$ cat src/rtl/alu_rr_scheduler.sv
// Round-robin scheduler sharing one simple_alu among NUM_REQ requesters.
// Define ALU_TIMEOUT_EN to bound the wait for alu_done (TIMEOUT_CYCLES).
module alu_rr_scheduler #(
  parameter int DATA_WIDTH     = 8,
  parameter int NUM_REQ        = 4,
  parameter int TIMEOUT_CYCLES = 64
) (
  input  logic                          clk,
  input  logic                          reset_n,
  input  logic [NUM_REQ-1:0]            req,
  input  logic [2*NUM_REQ-1:0]          req_opcode,
  input  logic [NUM_REQ*DATA_WIDTH-1:0] req_a,
  input  logic [NUM_REQ*DATA_WIDTH-1:0] req_b,
  output logic [NUM_REQ-1:0]            gnt,
  output logic [NUM_REQ-1:0]            rsp_valid,
  output logic [DATA_WIDTH-1:0]         rsp_result,
  output logic                          rsp_overflow,
  output logic                          rsp_error,
  output logic                          busy,
  output logic                          alu_opcode_valid,
  output logic                          alu_opcode,
  output logic [DATA_WIDTH-1:0]         alu_data,
  input  logic                          alu_done,
  input  logic [DATA_WIDTH-1:0]         alu_result,
  input  logic                          alu_overflow
);

  localparam int IW = $clog2(NUM_REQ);
  localparam int SW = IW + 1;
`ifdef ALU_TIMEOUT_EN
  localparam int CB = $clog2(TIMEOUT_CYCLES + 1);
  localparam int TW = (CB > 8) ? CB : 8;
`endif

  if (NUM_REQ < 2 || NUM_REQ > 8 || TIMEOUT_CYCLES < 1) begin : g_bad_cfg
    $error("alu_rr_scheduler: unsupported parameter values");
  end

  typedef enum logic [2:0] {
    S_IDLE,
    S_HDR,
    S_BEAT_A,
    S_BEAT_B,
    S_WAIT,
    S_RESP
  } state_t;

  state_t                r_state, w_state;
  logic [IW-1:0]         r_ptr, w_ptr;
  logic [IW-1:0]         r_idx, w_idx;
  logic [1:0]            r_op, w_op;
  logic [DATA_WIDTH-1:0] r_a, w_a;
  logic [DATA_WIDTH-1:0] r_b, w_b;
  logic [NUM_REQ-1:0]    r_gnt, w_gnt;
  logic [NUM_REQ-1:0]    r_rsp_v, w_rsp_v;
  logic [DATA_WIDTH-1:0] r_res, w_res;
  logic                  r_ovf, w_ovf;
  logic                  r_err, w_err;
  logic                  r_busy, w_busy;
  logic                  r_aov, w_aov;
  logic                  r_aop, w_aop;
  logic [DATA_WIDTH-1:0] r_adat, w_adat;
`ifdef ALU_TIMEOUT_EN
  logic [TW-1:0]         r_cnt, w_cnt;
`endif

  logic                  w_hit;
  logic [IW-1:0]         w_sel;
  logic [SW-1:0]         w_pos;
  logic [NUM_REQ-1:0]    w_sel_oh;
  logic [NUM_REQ-1:0]    w_idx_oh;
  logic [1:0]            w_sel_op;
  logic [DATA_WIDTH-1:0] w_sel_a;
  logic [DATA_WIDTH-1:0] w_sel_b;
  logic [IW-1:0]         w_ptr_inc;

  // First requester at or after the pointer, wrapping modulo NUM_REQ
  always_comb begin
    w_hit = 1'b0;
    w_sel = '0;
    w_pos = '0;
    for (int k = 0; k < NUM_REQ; k++) begin
      w_pos = {1'b0, r_ptr} + SW'(k);
      if (w_pos >= SW'(NUM_REQ)) begin
        w_pos = w_pos - SW'(NUM_REQ);
      end
      if (!w_hit && req[w_pos[IW-1:0]]) begin
        w_hit = 1'b1;
        w_sel = w_pos[IW-1:0];
      end
    end
  end

  always_comb begin
    w_sel_oh = '0;
    w_idx_oh = '0;
    w_sel_op = '0;
    w_sel_a  = '0;
    w_sel_b  = '0;
    for (int i = 0; i < NUM_REQ; i++) begin
      if (w_sel == IW'(i)) begin
        w_sel_oh[i] = 1'b1;
        w_sel_op    = req_opcode[2*i +: 2];
        w_sel_a     = req_a[i*DATA_WIDTH +: DATA_WIDTH];
        w_sel_b     = req_b[i*DATA_WIDTH +: DATA_WIDTH];
      end
      if (r_idx == IW'(i)) begin
        w_idx_oh[i] = 1'b1;
      end
    end
  end

  assign w_ptr_inc = (r_idx == IW'(NUM_REQ - 1)) ? '0 : r_idx + 1'b1;

  // Outputs are registered: each is computed for the state being entered
  always_comb begin
    w_state = r_state;
    w_ptr   = r_ptr;
    w_idx   = r_idx;
    w_op    = r_op;
    w_a     = r_a;
    w_b     = r_b;
    w_gnt   = r_gnt;
    w_rsp_v = '0;
    w_res   = '0;
    w_ovf   = 1'b0;
    w_err   = 1'b0;
    w_aov   = 1'b0;
    w_aop   = 1'b0;
    w_adat  = '0;
`ifdef ALU_TIMEOUT_EN
    w_cnt   = r_cnt;
`endif
    unique case (r_state)
      S_IDLE: begin
        if (w_hit) begin
          w_state = S_HDR;
          w_idx   = w_sel;
          w_op    = w_sel_op;
          w_a     = w_sel_a;
          w_b     = w_sel_b;
          w_gnt   = w_sel_oh;
          w_aov   = 1'b1;
        end
      end
      S_HDR: begin
        w_state = S_BEAT_A;
        w_aov   = 1'b1;
        w_aop   = r_op[0];
        w_adat  = r_a;
      end
      S_BEAT_A: begin
        w_state = S_BEAT_B;
        w_aov   = 1'b1;
        w_aop   = r_op[1];
        w_adat  = r_b;
      end
      S_BEAT_B: begin
        w_state = S_WAIT;
`ifdef ALU_TIMEOUT_EN
        w_cnt   = '0;
`endif
      end
      S_WAIT: begin
        if (alu_done) begin
          w_state = S_RESP;
          w_rsp_v = w_idx_oh;
          w_res   = alu_result;
          w_ovf   = alu_overflow;
        end
`ifdef ALU_TIMEOUT_EN
        else if (r_cnt == TW'(TIMEOUT_CYCLES - 1)) begin
          w_state = S_RESP;
          w_rsp_v = w_idx_oh;
          w_err   = 1'b1;
        end else begin
          w_cnt = r_cnt + 1'b1;
        end
`endif
      end
      S_RESP: begin
        w_state = S_IDLE;
        w_gnt   = '0;
        w_ptr   = w_ptr_inc;
      end
      default: begin
        w_state = S_IDLE;
        w_gnt   = '0;
      end
    endcase
    w_busy = (w_state != S_IDLE);
  end

  always_ff @(posedge clk) begin
    if (!reset_n) begin
      r_state <= S_IDLE;
      r_ptr   <= '0;
      r_idx   <= '0;
      r_op    <= '0;
      r_a     <= '0;
      r_b     <= '0;
      r_gnt   <= '0;
      r_rsp_v <= '0;
      r_res   <= '0;
      r_ovf   <= 1'b0;
      r_err   <= 1'b0;
      r_busy  <= 1'b0;
      r_aov   <= 1'b0;
      r_aop   <= 1'b0;
      r_adat  <= '0;
`ifdef ALU_TIMEOUT_EN
      r_cnt   <= '0;
`endif
    end else begin
      r_state <= w_state;
      r_ptr   <= w_ptr;
      r_idx   <= w_idx;
      r_op    <= w_op;
      r_a     <= w_a;
      r_b     <= w_b;
      r_gnt   <= w_gnt;
      r_rsp_v <= w_rsp_v;
      r_res   <= w_res;
      r_ovf   <= w_ovf;
      r_err   <= w_err;
      r_busy  <= w_busy;
      r_aov   <= w_aov;
      r_aop   <= w_aop;
      r_adat  <= w_adat;
`ifdef ALU_TIMEOUT_EN
      r_cnt   <= w_cnt;
`endif
    end
  end

  assign gnt              = r_gnt;
  assign rsp_valid        = r_rsp_v;
  assign rsp_result       = r_res;
  assign rsp_overflow     = r_ovf;
  assign rsp_error        = r_err;
  assign busy             = r_busy;
  assign alu_opcode_valid = r_aov;
  assign alu_opcode       = r_aop;
  assign alu_data         = r_adat;

endmodule

$ cat config.mk
export PLATFORM = sky130hd
export DESIGN_NAME = alu_rr_scheduler
export DESIGN_NICKNAME = d
export VERILOG_FILES = /design/src/rtl/alu_rr_scheduler.sv
export SDC_FILE = /design/constraint.sdc
export NUM_CORES = 1
export LEC_CHECK = 0
export BUFFER_PORTS_ARGS = -buffer_cell sky130_fd_sc_hd__buf_2
export CORE_AREA = 2 2 74 76
export CTS_CLUSTER_SIZE = 28
export DETAILED_ROUTE_END_ITERATION = 8
export DIE_AREA = 0 0 76 78
export GPL_TIMING_DRIVEN = 0
export PLACE_DENSITY_LB_ADDON = 0.15
export REMOVE_ABC_BUFFERS = 1
export SYNTH_ARGS = -nofsm -noshare
export SYNTH_HDL_FRONTEND = slang
export SYNTH_SLANG_ARGS = --single-unit
export TNS_END_PERCENT = 10
$ cat constraint.sdc
create_clock -name clk -period 5.15 [get_ports clk]
set_input_delay 1.03 -clock clk [delete_from_list [all_inputs] [get_ports clk]]
set_output_delay 1.03 -clock clk [all_outputs]
set_load 0.02 [all_outputs]
=== After elaboration in Yosys (flattened, before gate mapping) ===
Index checks and enable logic that the tools add are counted.

* Flip-flop bits (word level): 53
* Output and inout bits: 29

* Add/subtract/negate cells: 8
* Magnitude comparators: 8
* Equal/unequal tests: 12
* Muxes and demuxes: 50
* Bitwise gates (word level): 1
* Reduce and logical (&&, ||, !) cells: 15

{| class="wikitable"
|+ Operators with widths
! cell !! number
|-
| 2-to-1 mux 8 bit || 8
|-
| 2-to-1 mux 2 bit || 13
|-
| 2-to-1 mux 1 bit || 17
|-
| one-hot mux 8 bit (2 select lines) || 1
|-
| one-hot mux 3 bit (5 select lines) || 1
|-
| < comparator 2 x 3 -> 1 bit, second input constant || 4
|-
| >= comparator 3 bit, second input constant || 3
|-
| binary-select mux 1 bit (select 2 bit) || 4
|-
| equality test 2 bit, second input constant || 4
|-
| one-hot mux 4 bit (2 select lines) || 1
|-
| subtractor 2 x 1 -> 2 bit, second input constant || 4
|-
| adder 2 x 2 -> 3 bit, second input constant || 2
|-
| equality test 3 x 2 -> 1 bit, second input constant || 2
|-
| equality test 3 bit, second input constant || 2
|-
| 2-to-1 mux 3 bit || 2
|-
| equality test 2 x 1 -> 1 bit, second input constant || 2
|-
| logical NOT 2 bit || 2
|-
| 2-to-1 mux 4 bit || 1
|-
| one-hot mux 1 bit (2 select lines) || 2
|-
| AND reduction 2 bit || 2
|-
| OR reduction 4 bit || 1
|-
| adder 2 x 1 -> 3 bit, second input constant || 1
|-
| equality test 3 x 1 -> 1 bit, second input constant || 1
|-
| >= comparator 2 x 3 -> 1 bit, second input constant || 1
|-
| 9 further kinds || 13
|}

=== Longest topological paths before layout ===
Gate-level depths: netlist of the first run.

* Depth after elaboration: 19
* Mapped depth: 7

=== Worst setup path after synthesis of the first run ===
OpenSTA, ideal clock, no wires.

* Path kind: input-to-reg
* Start: in req[3]
* End: reg r_gnt[3], in the netlist gnt[3]
* Data arrival time: 2239 ps
* Data required time: 5021 ps
* Path slack: 2782 ps
* Stages: 6
* Path through: clkbuf_1 or4_1 nand2_1 buf_2 a2bb2oi_1 nor2_1

* Longest elaborated chain between the ends: 16

{| class="wikitable"
|+ Ends and longest elaborated chain
! element !! RTL line !! source
|-
| start: declaration || 10 || <nowiki>input logic [NUM_REQ-1:0] req,</nowiki>
|-
| binary-select mux 1 bit (select 2 bit) || 87 || <nowiki>if (!w_hit && req[w_pos[IW-1:0]]) begin</nowiki>
|-
| 2-to-1 mux 1 bit (not written as such) || 87 ||
|-
| 2-to-1 mux 1 bit || 87 ||
|-
| logical NOT 1 bit || 87 ||
|-
| logical AND 1 bit || 87 ||
|-
| 2-to-1 mux 1 bit || 87 ||
|-
| logical NOT 1 bit || 87 ||
|-
| logical AND 1 bit || 87 ||
|-
| 2-to-1 mux 1 bit || 87 ||
|-
| logical NOT 1 bit || 87 ||
|-
| logical AND 1 bit || 87 ||
|-
| 2-to-1 mux 2 bit || 87 ||
|-
| equality test 2 bit || 101 || <nowiki>if (w_sel == IW'(i)) begin</nowiki>
|-
| 2-to-1 mux 1 bit || 101 ||
|-
| 2-to-1 mux 4 bit || 136 || <nowiki>if (w_hit) begin</nowiki>
|-
| one-hot mux 4 bit (2 select lines) || 134 || <nowiki>unique case (r_state)</nowiki>
|-
| end signal: assignment || 221 || <nowiki>r_gnt <= w_gnt;</nowiki>
|-
| end: declaration || 54 || <nowiki>logic [NUM_REQ-1:0] r_gnt, w_gnt;</nowiki>
|}

Several ways; a longest one is shown, not always the timed one. The select of a mux whose other input is x is not followed.
A chain may end at the register's enable or synchronous reset.

=== Worst setup path in the final report of the first run ===
* Start: in req[3]
* End: reg r_b[0]

* Longest elaborated chain between the ends: 17

{| class="wikitable"
|+ Ends and longest elaborated chain
! element !! RTL line !! source
|-
| binary-select mux 1 bit (select 2 bit) || 87 ||
|-
| 2-to-1 mux 1 bit (not written as such) || 87 ||
|-
| 2-to-1 mux 1 bit || 87 ||
|-
| logical NOT 1 bit || 87 ||
|-
| logical AND 1 bit || 87 ||
|-
| 2-to-1 mux 1 bit || 87 ||
|-
| logical NOT 1 bit || 87 ||
|-
| logical AND 1 bit || 87 ||
|-
| 2-to-1 mux 1 bit || 87 ||
|-
| logical NOT 1 bit || 87 ||
|-
| logical AND 1 bit || 87 ||
|-
| 2-to-1 mux 2 bit || 87 ||
|-
| logical NOT 2 bit || 101 ||
|-
| 2-to-1 mux 8 bit (4 in series) || 101 ||
|-
| end signal: assignment || 220 || <nowiki>r_b <= w_b;</nowiki>
|-
| end: declaration || 53 || <nowiki>logic [DATA_WIDTH-1:0] r_b, w_b;</nowiki>
|}

Several ways; a longest one is shown, not always the timed one. The select of a mux whose other input is x is not followed.

==> impl_results.md, run 1 <==
- Outcome: finished clean
- Post-DP HPWL: 4.74 mm
- CP endpoint: r_b[0]
- H-tree lvl count: 2
- Total iterations of the first detailed-routing run: 4
- DRT iter0 DRCs: 132
- Clock Tree Buf Depth: 2
- Vias per cell: 5.27
- Setup crit start kind: input port
- Post-CTS Hold Buffers: 0
- Initial core utilization: 49.2%
- Area grow syn2layout: 27.3%
- Post-synthesis instance total: 287
- Pin count of the biggest net entering global routing: 26
- Initial antenna violation count: 0
- Worst VDD drop: 0.182 mV
- Clock Sinks: 53
- R2r setup slk: 2.54 ns
- Number of port buffers: 115
- Crit Path Category: input port to register
- Root buffer cell: clkbuf_8
- RSZ-0062 raised after global routing: no
- DRC viols: 0
- Layout cells sized above 1: 33.9%
- Final hold violations: 0
- CP peak stage delay: 0.91 ns
- Yosys reg bits: 53
- Dominant synthesized flop cell: dfxtp_1
- Post-CTS setup buffers: 0
- Vias in the first global route: 2265
- Clk_lat worst skew: 0.30 ns
- Num ports: 117
- Cell Rows: 26
- Seq/Total Area, Yosys: 42.8%
- Synth area leader: dfxtp_1
- Worst Setup End Kind: register
- FFs w/ async S/R, synth: 0%
- Worst path slowest cell: nor2_1
- Antenna fix cells: 0
- GPL Wtd Cong: 0.820
- Fmax: 332 MHz
- R2R depth: 5
- Clock Skew: 0.0128 ns
- Final WL: 6.63 mm
- Antenna viol nets, final: 0
- Synthesis warning total: 0
- DR vias: 2419
- Most frequent cells after synthesis: 53 x dfxtp_1, 33 x nand2_1, 22 x nor2_1
- # setup viols final: 0
- Top cells by area, synth: dfxtp_1 43%, nand2_1 5.0%, a21boi_0 3.9%
- Die area: 5930 um^2
- Post-cts gate resize count: 0
- Distinct cell type count after synthesis: 46
- Crit Reg-Reg Startpoint: r_state[2]
- Final setup TNS: 0 ns
- Final worst path period share: 58.4%
- FF-to-FF End: r_b[0]
- Overflow left after global routing: 0
- Count of final max-slew check failures: 0
- Die Ht: 78 um
- Hold Crit Class: register to register
- Area share of the largest cell type after synthesis: 42.8%
- CORE AREA: 5040 um^2
- Data arrival, critical path: 3.22 ns
- PD cells: 291 nW/um^2
- First-pass GRT wire length: 10.8 mm
- Cell Area, Synth: 2480 um^2
- Fin crit period: 3.01 ns
- Final core utilization: 62.6%
- Most frequent cell after synthesis: dfxtp_1
- Reg clk slew, reported paths: 0.10 ns
- Layout Nets: 480
- Cell Chain, Critical Path: buf_2, or4_1, nand2_1, nor2_1, o21ai_0, o32ai_2
- CTS tree: built
- Worst rel slew slack: 27.3%
- Critical Path Start: req[3]
- All-layer global routing usage: 22.3%
- Post-synth EDFFs: 0
- CTS Buf Count: 5
- Slew at the pin closest to its max-slew limit: 1.08 ns
- Crit Path Max Fanout: 18
- Leakage: 1.40 nW
- Max-cap violation count: 0
- Routed length per instance: 14.4 um
- Die W: 76 um
- Avg Cell Area, Syn: 8.64 um^2
- Worst path required time: 5.36 ns
## layout by cell type, fill, tap and decap left out, drive strengths merged, types with 11 or more instances in the layout
cell / instances
a21oi: 12
o221ai: 12
o21ai: 20
a21boi: 14
nand2: 33
and2: 13
buf: 115
dfxtp: 53
a211oi: 11
nor2: 23
## sequential cells by signal (all words and copies together) (netlist names)
| name | count |
|---|---|
| rsp_valid | 4 |
| rsp_result | 8 |
| rsp_overflow | 1 |
| alu_opcode | 1 |
| r_a | 8 |
| r_op | 2 |
| gnt | 4 |
| r_idx | 2 |
| r_state | 3 |
| r_ptr | 2 |
| r_b | 8 |
| busy | 1 |
| alu_opcode_valid | 1 |
| alu_data | 8 |
## logic make-up after synthesis
logic type / Yosys count / share of synthesized area (%)
fa+ha+maj: 4 / 2.02
flops: 53 / 42.8
other cells: 1 / 0.151
buf+inv: 27 / 4.84
mux: 1 / 0.454
compound gates: 106 / 31.5
simple gates: 95 / 18.2
## area by class of cell
type	instances	area (um^2)
clock inverters	3	43.8
flip-flops and latches	53	1060
clock buffers	5	68.8
well taps	70	87.6
inverters	6	22.5
repair buffers	115	576
multi-input cells	207	1300
fillers	457	1880
## worst max-delay path: cells and delay by family
kind                   cells  cell delay (ns)
AND/OR/NAND/NOR            3             1.48
AO/OA/AOI/OAI              2             0.54
buffers and inverters      1             0.16
## how the worst min path moves through the flow
stage                       from     end  slack, ns  cells after the start
after floorplan           r_a[0]  r_a[0]       0.43                      2
after global placement    r_b[4]  r_b[4]       0.44                      2
after detailed placement  r_a[0]  r_a[0]       0.44                      2
after CTS                 r_b[5]  r_b[5]       0.46                      2
after global routing      r_a[0]  r_a[0]       0.49                      2
final                     r_a[0]  r_a[0]       0.46                      2
## per-layer routing
layer / track usage (%) / vias to the layer above / part of all wire (%)
li1: - / 1241 / -
met2: 36.5 / 89 / 47
met1: 29.9 / 1083 / 46
met4: 6.55 / 0 / 0.80
met3: 4.19 / 6 / 6.2
met5: 0 / - / 0
## through the flow
stage	total power, mW	cell area (um^2)	cells	hold WS (ns)	worst slack, ns
finish	0.919	3160	459	0.457	2.14
global route	0.971	3160	459	0.485	1.99
CTS	0.925	3160	459	0.458	2.20
detailed placement	0.645	3050	451	0.445	1.89
global placement	0.642	3050	451	0.439	1.91
floorplan	0.571	2380	266	0.429	2.63
## power by group
| group | internal (mW) | leakage [nW] | switching, mW |
|---|---|---|---|
| Combinational | 0.0765 | 0.905 | 0.106 |
| Clock | 0.146 | 0.0585 | 0.137 |
| Sequential | 0.438 | 0.433 | 0.0162 |
| Total | 0.660 | 1.40 | 0.259 |
No activity file was read; power rests on OpenSTA's default activity.
==> inputs of run 2 (changes only) <==
- ABC_AREA: not set -> 1
- CORE_AREA: 2 2 74 76 -> 2 2 82 84
- DIE_AREA: 0 0 76 78 -> 0 0 84 86
- clock period: 5.15 -> 3.1 ns (I/O delays scaled with it)
==> run 2 against run 1 <==
  * Design area up 15%
  * Synthesized cell count up 66%
  * Non-clock buffer count unchanged
  * Combinational power rose to 9.2 times the previous value
  * Via count up 29%
  * Worst hold slack better by 0.0074 ns
  * Setup slack worse by 1.8 ns
==> impl_results.md, run 2 <==
- Outcome: finished clean
- Fin crit period: 2.77 ns
- CTS Buf Count: 5
- Antenna viol nets, final: 0
- Post-synth EDFFs: 0
- # setup viols final: 0
- Clk_lat worst skew: 0.30 ns
- Crit Path Max Fanout: 25
- CTS tree: built
- Leakage: 2.04 nW
- DRT iter0 DRCs: 119
- Most frequent cells after synthesis: 146 x nand2_1, 73 x inv_1, 53 x dfxtp_1
- Initial core utilization: 47.9%
- Final hold violations: 0
- Cell Chain, Critical Path: nor2_1, inv_1, nor2_1, nand2_2, inv_2, nand2_2, nand2_2, nand2_1, nor2_1, nor2_1, nor2_1
- Area share of the largest cell type after synthesis: 35.3%
- DR vias: 3117
- Top cells by area, synth: dfxtp_1 35%, nand2_1 18%, inv_1 9.1%
- Synthesis warning total: 0
- Avg Cell Area, Syn: 6.30 um^2
- Vias in the first global route: 2678
- Post-synthesis instance total: 477
- Number of port buffers: 115
- Seq/Total Area, Yosys: 35.3%
- Pin count of the biggest net entering global routing: 38
- Worst path required time: 3.34 ns
- Dominant synthesized flop cell: dfxtp_1
- RSZ-0062 raised after global routing: no
- Cell area after layout: 3630 um^2
- Setup crit start kind: register
- Root buffer cell: clkbuf_8
- Final setup TNS: 0 ns
- Final worst path period share: 89.4%
- Slew at the pin closest to its max-slew limit: 0.731 ns
- Simple-Gate Fraction of Synth Area: 39.7%
- Cell Rows: 29
- Worst path slowest cell: inv_2
- Post-CTS Hold Buffers: 0
- CP peak stage delay: 0.47 ns
- All-layer global routing usage: 19.5%
- Final core utilization: 57.8%
- Reg clk slew, reported paths: 0.09 ns
- Num ports: 117
- Vias per cell: 4.73
- Count of final max-slew check failures: 0
- Synthesized-area fraction occupied by adder cells: 1.67%
- Hold Crit Class: register to register
- Crit Path Category: register to register
- Layout cells sized above 1: 25.8%
- H-tree lvl count: 2
- Clock Tree Buf Depth: 2
- R2r setup slk: 0.33 ns
- Cell Area, Synth: 3000 um^2
- Die Ht: 86 um
- Crit path top cell by count: nor2_1
- Placed Area: 3540 um^2
- Yosys reg bits: 53
- Most frequent cells in the layout: 146 x nand2_1, 115 x buf_2, 73 x inv_1
- Post-CTS setup buffers: 0
- Post-cts gate resize count: 0
- Initial antenna violation count: 0
- Worst VDD drop: 0.482 mV
- Final WL: 7.17 mm
- Worst rel slew slack: 51.2%
- Total iterations of the first detailed-routing run: 4
- Data arrival, critical path: 3.02 ns
- Clock Skew: 0.00479 ns
- Layout Nets: 673
- CORE AREA: 6280 um^2
- First-pass GRT wire length: 11.7 mm
- Overflow left after global routing: 0
- Max-cap violation count: 0
- Routed length per instance: 10.9 um
- Most common cell after layout, fill and taps aside: nand2_1
- GPL Wtd Cong: 0.839
- Die W: 84 um
- Worst Setup End Kind: register
- Synth area leader: dfxtp_1
- Final Hold Slack: 0.465 ns
- Post-DP HPWL: 5.31 mm
- Synth Area in Compound Gates: 8.66%
- Area grow syn2layout: 20.8%
- Main combinational cell family by area after synthesis: simple AND/OR/NAND/NOR gates
- Antenna fix cells: 0
- Clock Sinks: 53
- Die area: 7220 um^2
- Fmax: 361 MHz
- Most frequent cell after synthesis: nand2_1
- FFs w/ async S/R, synth: 0%
- Multiplexer share of the synthesized area: 0%
- DRC viols: 0
- Synth Area in XOR/XNOR: 0%
- PD cells: 823 nW/um^2
- Distinct cell type count after synthesis: 32
==> run 2: critical path: cells and delay by family (launching register included) <==
kind | cells | cell delay [ns]
and+or+nand+nor | 9 | 1.70
buffers and inverters | 2 | 0.54
DFF | 1 | 0.46
==> run 2: cell families (layout without fill, tap and decap cells) <==
group                    after synthesis  count (layout)
AO/OA/AOI/OAI                         50              50
adder cells (fa/ha/maj)                4               4
buffers and inverters                 98             203
flip-flops                            53              53
other                                  1               1
AND/OR/NAND/NOR                      271             271
==> run 2: worst paths after layout <==
check | cells after the start | end | start
worst min-delay path | 2 | alu_data[1] | r_b[1]
worst max register to register | 11 | r_a[4] | r_state[0]
worst max-delay path | 11 | r_a[4] | r_state[0]
worst min register to register | 2 | alu_data[1] | r_b[1]
==> run 2: stage by stage <==
stage	setup WS, ns	power, mW	cells
3_5_place_dp	0.333	2.63	651
6_report	0.329	2.99	659
5_1_grt	0.00188	3.28	659
3_3_place_gp	0.354	2.60	651
4_1_cts	0.296	3.02	659
2_1_floorplan	1.00	2.18	459
==> run 2: cell type report <==
| cell class | count | area, um^2 |
|---|---|---|
| Clock inverter | 3 | 21.3 |
| Fill cell | 666 | 2650 |
| Tap cell | 77 | 96.3 |
| Inverter | 80 | 300 |
| Clock buffer | 5 | 68.8 |
| Sequential cell | 53 | 1060 |
| Timing Repair Buffer | 115 | 576 |
| Multi-Input combinational cell | 326 | 1510 |
==> run 2: report_power, final <==
part           internal (mW)  total, mW  leakage (nW)  switching, mW
registers              0.835      0.928         0.433         0.0927
clock network          0.160      0.385        0.0445          0.225
logic                  0.533       1.68          1.56           1.14
total                   1.53       2.99          2.04           1.46
==> run 2: metal layers <==
metal  vias up  track usage, %  wire length (um)
li1       1666               -                 -
met1      1362            22.4              3030
met2        78            36.7              3630
met3        11            5.49               417
met4         0            3.08                82
met5         -               0                 0
==> inputs of run 3 (changes only) <==
- ABC_AREA: 1 -> 0
- CORE_AREA: 2 2 82 84 -> 3 3 78 80
- DIE_AREA: 0 0 84 86 -> 0 0 81 83
==> run 3 against run 2 <==
  * Clock power up 3%
  * Clock skew down 0.00095 ns
  * Worst hold slack worse by 0.012 ns
  * Non-clock buffer count unchanged
  * Register-to-register slack better by 0.17 ns
  * Combinational power down 82%
  * Routed wire length up 0.80%
  * Via count down 19%
  * Critical endpoint is now r_b[7]
==> impl_results.md, run 3 (synthesis results as in run 1) <==
- Most common cell after layout, fill and taps aside: buf_2
- FILL cells: 547
- Outcome: finished clean
- Clock Tree Buf Depth: 2
- Cell Rows: 27
- Reg clk slew, reported paths: 0.09 ns
- CTS Buf Count: 5
- Setup crit start kind: register
- R2r setup slk: 0.49 ns
- Worst VDD drop: 0.195 mV
- Most frequent cells in the layout: 115 x buf_2, 53 x dfxtp_1, 33 x nand2_1
- CP top delay family: simple AND/OR/NAND/NOR gates
- Final setup TNS: 0 ns
- Number of port buffers: 115
- CP Buf/Inv Count: 0
- Final hold violations: 0
- H-tree lvl count: 2
- CORE AREA: 5470 um^2
- PD cells: 465 nW/um^2
- DR vias: 2512
- Worst Hold Launch: r_op[0]
- Worst path slowest cell: nor2_1
- Crit Path Category: register to register
- Count of final max-slew check failures: 0
- Fin crit period: 2.61 ns
- Worst Setup End Kind: register
- Worst rel slew slack: 24.4%
- Clk_lat worst skew: 0.30 ns
- GPL Wtd Cong: 0.792
- Total iterations of the first detailed-routing run: 4
- Initial antenna violation count: 0
- Post-DP HPWL: 5.19 mm
- Vias per cell: 5.46
- DRT iter0 DRCs: 154
- Leakage: 1.38 nW
- CP endpoint: r_b[7]
- Die W: 81 um
- Root buffer cell: clkbuf_8
- Clock Sinks: 53
- Pin count of the biggest net entering global routing: 26
- Post-cts gate resize count: 0
- Max-cap violation count: 0
- # setup viols final: 0
- Num ports: 117
- Vias in the first global route: 2343
- CTS tree: built
- Setup WS post-layout: 0.495 ns
- Final WL: 7.22 mm
- Crit Reg-Reg Startpoint: r_state[2]
- Place WS: 0.235 ns
- Routed length per instance: 15.7 um
- Critical Path Start: r_state[2]
- CP Depth: 5
- Die Ht: 83 um
- Cell Chain, Critical Path: nor3_1, nand2_1, nor2_1, o21ai_0, o32ai_1
- DRC viols: 0
- R2R depth: 5
- Post-CTS Hold Buffers: 0
- CP peak stage delay: 0.91 ns
- Layout Nets: 480
- First-pass GRT wire length: 11.5 mm
- All-layer global routing usage: 21.6%
- FF-to-FF End: r_b[7]
- Die area: 6720 um^2
- Final worst path period share: 84.0%
- Overflow left after global routing: 0
- Crit Path Max Fanout: 18
- Initial core utilization: 45.3%
- Area grow syn2layout: 26.5%
- Antenna fix cells: 0
- RSZ-0062 raised after global routing: no
- Antenna viol nets, final: 0
- Clock Skew: 0.00384 ns
- Worst path required time: 3.31 ns
- Post-CTS setup buffers: 0
- Fmax: 384 MHz
- Data arrival, critical path: 2.81 ns
- Hold Crit Class: register to register
- Layout cells sized above 1: 33.8%
- Slew at the pin closest to its max-slew limit: 1.13 ns
==> run 3: how the worst min path moves through the flow <==
stage               slack (ns)  cells past startpoint  endpoint
finish                    0.45                      2   r_op[0]
global route              0.47                      2    r_b[5]
CTS                       0.46                      2   r_op[0]
detailed placement        0.44                      2   r_op[0]
global placement          0.44                      2    r_b[5]
floorplan                 0.43                      2    r_a[0]
==> run 3: routing by layer <==
metal | track usage (%) | routed length, um
met5 | 0 | 0
met4 | 5.07 | 70
met2 | 34.2 | 3370
met1 | 29.9 | 3230
met3 | 4.56 | 554
==> run 3: power breakdown <==
group | internal, mW | switching, mW | total, mW
logic | 0.127 | 0.179 | 0.306
registers | 0.728 | 0.0280 | 0.756
clock network | 0.177 | 0.220 | 0.397
==> run 3: area by class of cell <==
cell class              instances  area [um^2]  share of cell area [%]
multi-input cells             207         1300                    41.4
flip-flops and latches         53         1060                    33.8
repair buffers                115          576                    18.3
well taps                      72         90.1                    2.87
clock buffers                   6         82.6                    2.63
inverters                       6         22.5                   0.718
clock inverters                 1         7.51                   0.239
==> run 3: stage by stage <==
stage	instance area (um^2)	util (%)	hold slack (ns)	cells	power, mW
after floorplan	2380	-	0.429	266	0.948
after global placement	3050	55.7	0.438	453	1.07
after detailed placement	3050	55.7	0.443	453	1.08
after CTS	3140	57.3	0.456	460	1.47
after global routing	3140	57.3	0.472	460	1.53
final	3140	57.3	0.453	460	1.46
==> run 3: worst reg2reg max path: stages, from the launching register on <==
cell     delay [ns]
dfxtp_1        0.42
nor3_1         0.25
nand2_1        0.42
nor2_1         0.91
o21ai_0        0.24
o32ai_1        0.27
